<file path="src/rtl/fan_pkg.sv">
// Shared types for the fan speed controller and its sequencer: speed codes and sequencer states.
package fan_pkg;

  typedef logic [1:0] speed_t;

  localparam speed_t SpeedStop = 2'd0;
  localparam speed_t SpeedSlow = 2'd1;
  localparam speed_t SpeedMed  = 2'd2;
  localparam speed_t SpeedFast = 2'd3;

  typedef enum logic [1:0] {
    StIdle = 2'd0,
    StStep = 2'd1,
    StWait = 2'd2
  } seq_state_e;

  // Number of asserted flags among three, as a speed level.
  function automatic speed_t count3(input logic a, input logic b, input logic c);
    return speed_t'({1'b0, a}) + speed_t'({1'b0, b}) + speed_t'({1'b0, c});
  endfunction

endpackage

</file>
<file path="src/rtl/temp_quantizer.sv">
// Quantizes temperature samples into a 0..3 speed level, with hysteresis on the way down.
module temp_quantizer
  import fan_pkg::*;
#(
  parameter int unsigned TEMP_W = 8,
  parameter int unsigned T1     = 40,
  parameter int unsigned T2     = 60,
  parameter int unsigned T3     = 80,
  parameter int unsigned HYST   = 4
) (
  input  logic              clk,
  input  logic              reset,
  input  logic              temp_valid,
  input  logic [TEMP_W-1:0] temp,
  output speed_t            auto_tgt
);

  localparam logic [TEMP_W-1:0] ThUp1 = TEMP_W'(T1);
  localparam logic [TEMP_W-1:0] ThUp2 = TEMP_W'(T2);
  localparam logic [TEMP_W-1:0] ThUp3 = TEMP_W'(T3);
  localparam logic [TEMP_W-1:0] ThDn1 = TEMP_W'(T1 - HYST);
  localparam logic [TEMP_W-1:0] ThDn2 = TEMP_W'(T2 - HYST);
  localparam logic [TEMP_W-1:0] ThDn3 = TEMP_W'(T3 - HYST);

  speed_t auto_q, auto_d;
  speed_t lvl_up, lvl_dn;

  always_comb begin
    lvl_up = count3(temp >= ThUp1, temp >= ThUp2, temp >= ThUp3);
    lvl_dn = count3(temp >= ThDn1, temp >= ThDn2, temp >= ThDn3);
    auto_d = auto_q;
    if (temp_valid) begin
      if (lvl_up > auto_q) begin
        auto_d = lvl_up;
      end else if (lvl_dn < auto_q) begin
        auto_d = lvl_dn;
      end
    end
  end

  always_ff @(posedge clk) begin
    if (reset) begin
      auto_q <= SpeedStop;
    end else begin
      auto_q <= auto_d;
    end
  end

  assign auto_tgt = auto_q;

endmodule

</file>
<file path="src/rtl/fan_sequencer.sv">
// Walks the fan controller one step at a time toward an auto or manual target, dwelling between
// steps.
module fan_sequencer
  import fan_pkg::*;
#(
  parameter int unsigned TEMP_W       = 8,
  parameter int unsigned T1           = 40,
  parameter int unsigned T2           = 60,
  parameter int unsigned T3           = 80,
  parameter int unsigned HYST         = 4,
  parameter int unsigned DWELL_CYCLES = 16
) (
  input  logic              clk,
  input  logic              reset,
  input  logic              temp_valid,
  input  logic [TEMP_W-1:0] temp,
  input  logic              man_en,
  input  logic              man_up,
  input  logic              man_down,
  input  logic [1:0]        speed_in,
  output logic              update,
  output logic              up,
  output logic              down,
  output logic [1:0]        target,
  output logic              busy
);

  localparam int unsigned CntW = $clog2(DWELL_CYCLES + 1);

  speed_t     auto_tgt;
  speed_t     man_q, man_d;
  logic       man_en_q;
  seq_state_e state_q, state_d;
  logic       dir_q, dir_d;
  logic [CntW-1:0] cnt_q, cnt_d;

  temp_quantizer #(
    .TEMP_W(TEMP_W),
    .T1    (T1),
    .T2    (T2),
    .T3    (T3),
    .HYST  (HYST)
  ) u_quant (
    .clk       (clk),
    .reset     (reset),
    .temp_valid(temp_valid),
    .temp      (temp),
    .auto_tgt  (auto_tgt)
  );

  // Entering manual mode starts from the current speed so the fan does not jump.
  always_comb begin
    man_d = man_q;
    if (man_en && !man_en_q) begin
      man_d = speed_in;
    end else if (man_en) begin
      if (man_up && !man_down && man_q != SpeedFast) begin
        man_d = man_q + 2'd1;
      end else if (man_down && !man_up && man_q != SpeedStop) begin
        man_d = man_q - 2'd1;
      end
    end
  end

  assign target = man_en ? man_q : auto_tgt;

  always_comb begin
    state_d = state_q;
    dir_d   = dir_q;
    cnt_d   = cnt_q;
    update  = 1'b0;
    up      = 1'b0;
    down    = 1'b0;
    unique case (state_q)
      StIdle: begin
        if (target != speed_in) begin
          dir_d   = target > speed_in;
          state_d = StStep;
        end
      end
      StStep: begin
        update  = 1'b1;
        up      = dir_q;
        down    = ~dir_q;
        cnt_d   = CntW'(DWELL_CYCLES - 1);
        state_d = StWait;
      end
      StWait: begin
        if (cnt_q == '0) begin
          state_d = StIdle;
        end else begin
          cnt_d = cnt_q - 1'b1;
        end
      end
      default: state_d = StIdle;
    endcase
  end

  assign busy = state_q != StIdle;

  always_ff @(posedge clk) begin
    if (reset) begin
      state_q  <= StIdle;
      dir_q    <= 1'b0;
      cnt_q    <= '0;
      man_q    <= SpeedStop;
      man_en_q <= 1'b0;
    end else begin
      state_q  <= state_d;
      dir_q    <= dir_d;
      cnt_q    <= cnt_d;
      man_q    <= man_d;
      man_en_q <= man_en;
    end
  end

endmodule

</file>
<file path="config.mk">
export PLATFORM = sky130hd
export DESIGN_NAME = fan_sequencer
export DESIGN_NICKNAME = d
export VERILOG_FILES = /design/src/rtl/fan_pkg.sv /design/src/rtl/temp_quantizer.sv /design/src/rtl/fan_sequencer.sv
export SDC_FILE = /design/constraint.sdc
export NUM_CORES = 1
export LEC_CHECK = 0
export CORE_ASPECT_RATIO = 1.25
export CORE_MARGIN = 3
export CORE_UTILIZATION = 55
export DETAILED_ROUTE_END_ITERATION = 8
export DONT_BUFFER_PORTS = 1
export HOLD_SLACK_MARGIN = 0.05
export PLACE_DENSITY = 0.78
export SYNTH_ARGS = -nofsm -noshare
export SYNTH_HDL_FRONTEND = slang
export SYNTH_SLANG_ARGS = --single-unit
</file>
<file path="constraint.sdc">
create_clock -name clk -period 3.1 [get_ports clk]
set_clock_uncertainty 0.1 [all_clocks]
set_input_delay 0.62 -clock clk [delete_from_list [all_inputs] [get_ports clk]]
set_output_delay 0.62 -clock clk [all_outputs]
set_load 0.005 [all_outputs]
</file>
== After elaboration in Yosys (flattened, before gate mapping) ==
Cells that the tools add are included.

* Multiplexer cells: 15
* Bitwise operators: 1
* Order comparisons: 9
* Reductions and logical operators: 21
* Add/sub/neg operators: 7
* Eq/ne operators: 7

{| class="wikitable"
|+ Operators by type and width
! operator !! number
|-
| $ge A8 B6 Y1 const B || 4
|-
| $mux W2 || 9
|-
| $ge A8 B7 Y1 const B || 2
|-
| $pmux W5 S2 || 1
|-
| $reduce_and A2 Y1 || 5
|-
| $reduce_bool A2 Y1 || 5
|-
| $ne A2 B2 Y1 const B || 4
|-
| $pmux W2 S3 || 1
|-
| $logic_and A1 B1 Y1 || 5
|-
| $logic_not A5 Y1 || 1
|-
| $mux W5 || 1
|-
| $sub A5 B1 Y5 const B || 1
|-
| $add A1 B1 Y2 || 2
|-
| $add A2 B1 Y2 || 2
|-
| $gt A2 B2 Y1 || 2
|-
| $logic_not A1 Y1 || 3
|-
| $mux W1 || 3
|-
| $reduce_bool A3 Y1 || 1
|-
| $add A2 B1 Y2 const B || 1
|-
| $eq A2 B1 Y1 const B || 1
|-
| $eq A2 B2 Y1 const B || 1
|-
| $logic_not A2 Y1 || 1
|-
| $lt A2 B2 Y1 || 1
|-
| $ne A2 B2 Y1 || 1
|-
| 2 further kinds || 2
|}

* Word-level logic and storage cells: 66
* Output and inout bits: 6
* Flip-flop bits (word level): 13

== Longest topological paths before layout ==
* Word-level depth: 7
* Depth in mapped cells: 9
* Gate-level depth less buffers: 9

== Modules after synthesis ==
From an unflattened synthesis, not the netlist that was laid out.

* Cells, all modules: 127
* Area total of the unflattened synthesis: 1018.5 µm²

{| class="wikitable"
|+ By module, submodules not included
! module !! area an instance (µm²) !! seq. area each (µm²) !! instances !! cells each
|-
| fan_sequencer || 630.6 || 220.2 || 1 || 73
|-
| temp_quantizer || 387.9 || 40.0 || 1 || 54
|}

== Worst setup path after synthesis ==
Ideal clock, no wire load.

* Path kind: input -> register
* Start point: input port temp[4]
* End point: register u_quant.auto_q[0] (netlist: u_quant.auto_tgt[0])
* Slack: 0.367 ns
* Cell stages on the path: 9
* Arrival time: 2.532 ns
* Library setup time: 0.101 ns
* Cells stage by stage: o21ai_0 -> nand2b_1 -> fa_1 -> inv_1 -> ha_1 -> and2_1 -> nor4b_1 -> o2111ai_1 -> o41ai_1

* Longest elaborated chain between the ends: 6
* Elaborated cells between the ends (all ways): 16
* Those cells by class: add/sub (4); order compare (8); mux (2); reduce/logical (2)

{| class="wikitable"
|+ RTL lines
! element !! RTL line !! text
|-
| start: declaration || fan_sequencer.sv:16 || <nowiki>input logic [TEMP_W-1:0] temp,</nowiki>
|-
| $ge A8 B6 Y1, on equally long branches || temp_quantizer.sv:30, temp_quantizer.sv:29 ||
|-
| $add A1 B1 Y2 || fan_pkg.sv:19 || <nowiki>return speed_t'({1'b0, a}) + speed_t'({1'b0, b}) + speed_t'({1'b0, c});</nowiki>
|-
| $add A2 B1 Y2 || fan_pkg.sv:19 ||
|-
| $lt A2 B2 Y1 or $gt A2 B2 Y1 (tied branches) || temp_quantizer.sv:35, temp_quantizer.sv:33 ||
|-
| $reduce_bool A2 Y1 (no source line) || n/a ||
|-
| $reduce_and A2 Y1 (no source line) || n/a ||
|-
| end signal: assignment || temp_quantizer.sv:43 || <nowiki>auto_q <= SpeedStop;</nowiki>
|-
| end signal: assignment || temp_quantizer.sv:45 || <nowiki>auto_q <= auto_d;</nowiki>
|-
| end: declaration || temp_quantizer.sv:25 || <nowiki>speed_t auto_q, auto_d;</nowiki>
|}

Parallel ways exist; a longest one is shown, timed or not. The select of a mux whose other input is x is not followed.
A chain may end at the register's enable or synchronous reset.

== Final worst setup path ==
* Start point: input port temp[7]
* End point: register u_quant.auto_q[0] (netlist: u_quant.auto_tgt[0])

The elaborated chain is that of the path after synthesis.

==> impl_metrics.csv <==
group,metric,value,unit
run_status,status,"complete, no violations",
grt,grt_max_degree,14,
clock_network,cts_hold_buf,0,
cells_and_area,fillerInstances,151,
floorplanning,io-pin-count,22,
place,post-place-cells,134,
setup_path,critPathArrivalTime,2.58,ns
cells_and_area,multi_input_area,640.6,um2
detailed_routing,vias,831,
clock_network,cts.repair.resized,0,
synthesis,synthesis.nets,142,
sta,min_period,2.526,ns
setup_path,crit_start,"temp[7]",
place,dp_hpwl,1469,um
setup_path,worst-setup-path-type,"in2reg",
cells_and_area,diodes,0,
setup_path,r2r-start,"u_quant.auto_tgt[1]$_SDFFE_PP0P_",
floorplanning,chipHeight,52.73,um
sta,fin_crit_sh,0.8148,
clock_network,cts_tree,"yes",
worst_hold_path,hp-start,"reset",
worst_hold_path,hold_path_depth,1,
sta,finalHoldViolCount,0,
cells_and_area,final_cell_count_no_fill,138,
clock_network,post_cts_buffers,0,
setup_path,ff2ff_path_depth,6,
floorplanning,rows,16,
place,gp_congestion,0.8048,
detailed_routing,routed_wl,1835,um
sta,rsz0062_at_grt,"no",
detailed_routing,drtIter0Drc,13,
synthesis,synth_area_leader_cell,"dfxtp_1",
detailed_routing,vias_per_cell,6.022,
power,leakagePower,0.4222,nW
setup_path,crit-reg2reg-capture,"dir_q$_SDFFE_PP0P_",
synthesis,yosysSeqAreaShare,0.2708,
grt,grt_overflow_total,0,
worst_hold_path,min_to,"cnt_q[3]$_SDFFE_PP0P_",
sta,slew_headroom,0.7506,
synthesis,synth_top_area_share,0.2708,
setup_path,path_max_fanout,5,
clock_network,htree_levels,1,
grt,grt_first_pass_wirelength,3263,um
floorplanning,dieArea,0.002288,mm2
synthesis,synth_cell_type_count,38,
grt,antenna_found_initial,0,
clock_network,clkTransAtPathRegs,0.08,ns
cells_and_area,mostFrequentLayoutCell,"inv_1",
floorplanning,initial_core_util,0.6000,
cells_and_area,nNetsFinal,146,
worst_hold_path,hold_class,"in2reg",
detailed_routing,drt-wirelength-per-cell,13.30,um
cells_and_area,layout_common_cells,"inv_1 (14), dfxtp_1 (13), nand2_1 (8)",
place,numPortBuffers,0,
synthesis,synthCells,117,
synthesis,synth_area,960.9,um2
power,power,0.6650,mW
synthesis,yosys_warnings,0,
power,power_density,658.6,mW/mm2
floorplanning,die_x,43.39,um
setup_path,cp-end-kind,"flip-flop",
setup_path,start_kind,"input port",
floorplanning,core,0.001602,mm2
synthesis,ys_seq_elements,13,
cells_and_area,utilization,0.6305,
clock_network,cts_root_buf,"clkbuf_4",
cells_and_area,fin_area,0.001010,mm2
synthesis,synthTopCellsByArea,"dfxtp_1 (27%), ha_1 (9.1%), inv_1 (5.5%)",
detailed_routing,drc_errors,0,
detailed_routing,drt_pre_antenna_iters,4,
sta,tightest_slew,0.3701,ns
sta,slew_viol_final,0,
sta,timing.fmax,0.3959,GHz
cells_and_area,layout-drive-gt1-share,0.1000,
clock_network,clk_latency,0.26,ns
detailed_routing,antenna_left,0,
setup_path,r2r_slack,1.36,ns
power,ir_drop,0.4135,mV
grt,first_global_vias,807,
setup_path,worstPathRequired,3.15,ns
clock_network,clockBufferDepth,2,
sta,tns,0,ns
clock_network,clock-sinks,13,
cells_and_area,regArea,260.3,um2
cells_and_area,area_growth,5.078,%
synthesis,synth_area_per_cell,8.213,um2
sta,setup_viol,0,
grt,grt.total_usage,0.1826,
job,maxCapViolations,0,
clock_network,cts-buffers-inserted,3,
place,dpl_cell_area,983.4,um2
==> kinds of logic (layout without fill, tap and decap cells) <==
| group | count (synthesis) | count (layout) | share of synthesized area |
|---|---|---|---|
| AOI/OAI and AO/OA | 34 | 34 | 0.2500 |
| xor gates and xnor gates | 2 | 2 | 0.01823 |
| adders and majority gates | 9 | 9 | 0.1328 |
| buffers and inverters | 16 | 19 | 0.06250 |
| DFF | 13 | 13 | 0.2708 |
| muxes | 1 | 1 | 0.01042 |
| and+or+nand+nor | 42 | 42 | 0.2552 |
==> power by group <==
part | total (mW) | leakage, nW | switching (mW) | internal [mW]
sequential | 0.251 | 0.107 | 0.0380 | 0.213
combinational | 0.312 | 0.300 | 0.171 | 0.142
clock | 0.102 | 0.0150 | 0.0521 | 0.0497
total | 0.665 | 0.422 | 0.261 | 0.404
==> cells in the mapped netlist <==
cell type / number
o31ai_1: 3
o41ai_1: 2
ha_1: 7
nand2_4: 1
or2_2: 2
nor2b_1: 4
o21ai_0: 5
or4_1: 2
a21oi_1: 7
mux2i_1: 1
a31oi_1: 1
nor4b_1: 1
o221ai_1: 1
and2_1: 4
a311oi_1: 3
o31a_1: 1
o21a_1: 2
dfxtp_1: 13
clkbuf_1: 2
nand3_1: 2
inv_1: 14
a2bb2oi_1: 1
a21o_2: 1
o2111ai_1: 2
nand3b_1: 1
nor2_1: 5
nand2b_1: 5
o22ai_1: 1
or4b_4: 1
and2b_1: 1
a21oi_2: 1
a31o_2: 2
xor2_1: 2
nand4_1: 3
nand2_1: 8
a211oi_1: 1
nor3_1: 2
fa_1: 2
==> sequential cells by signal (all words and copies together) (netlist names) <==
signal and flops:
man_en_q 1, dir_q 1, u_quant.auto_tgt 2, state_q 2, man_q 2, cnt_q 5
==> worst max path at each step <==
stage / end / slack [ns]
4_1_cts: u_quant.auto_tgt[0]$_SDFFE_PP0P_ / 0.59
6_report: u_quant.auto_tgt[0]$_SDFFE_PP0P_ / 0.57
2_1_floorplan: u_quant.auto_tgt[0]$_SDFFE_PP0P_ / 0.37
3_5_place_dp: u_quant.auto_tgt[0]$_SDFFE_PP0P_ / 0.32
3_3_place_gp: u_quant.auto_tgt[1]$_SDFFE_PP0P_ / 0.35
5_1_grt: u_quant.auto_tgt[0]$_SDFFE_PP0P_ / 0.40
==> worst max-delay path: stages <==
cell and delay (ns):
nor2_1 0.20, nand2_1 0.12, fa_1 0.54, inv_1 0.05
ha_1 0.25, and2_1 0.18, or4_1 0.42, o2111ai_1 0.11
o41ai_1 0.10
==> metal layers <==
metal  track usage  vias up  wire length [um]
met5             0        -                 0
met4       0.06030        0                24
met3       0.02405        2                62
met2        0.3399       15               911
met1        0.2095      384               837
li1              -      430                 -
==> per-stage QoR <==
stage	hold WS, ns	worst slack (ns)
finish	0.3116	0.5740
global placement	0.3641	0.3531
CTS	0.3091	0.5916
global route	0.2968	0.4047
detailed placement	0.3715	0.3158
floorplan	0.3466	0.3675
==> final cells by class <==
cell class	count	area share
inverter	14	0.05204
timing repair buffer	1	0.007435
clock buffer	4	0.02602
sequential	13	0.2577
multi-input combinational	88	0.6344
tap	18	0.02230
No activity file was read; power rests on OpenSTA's default activity.
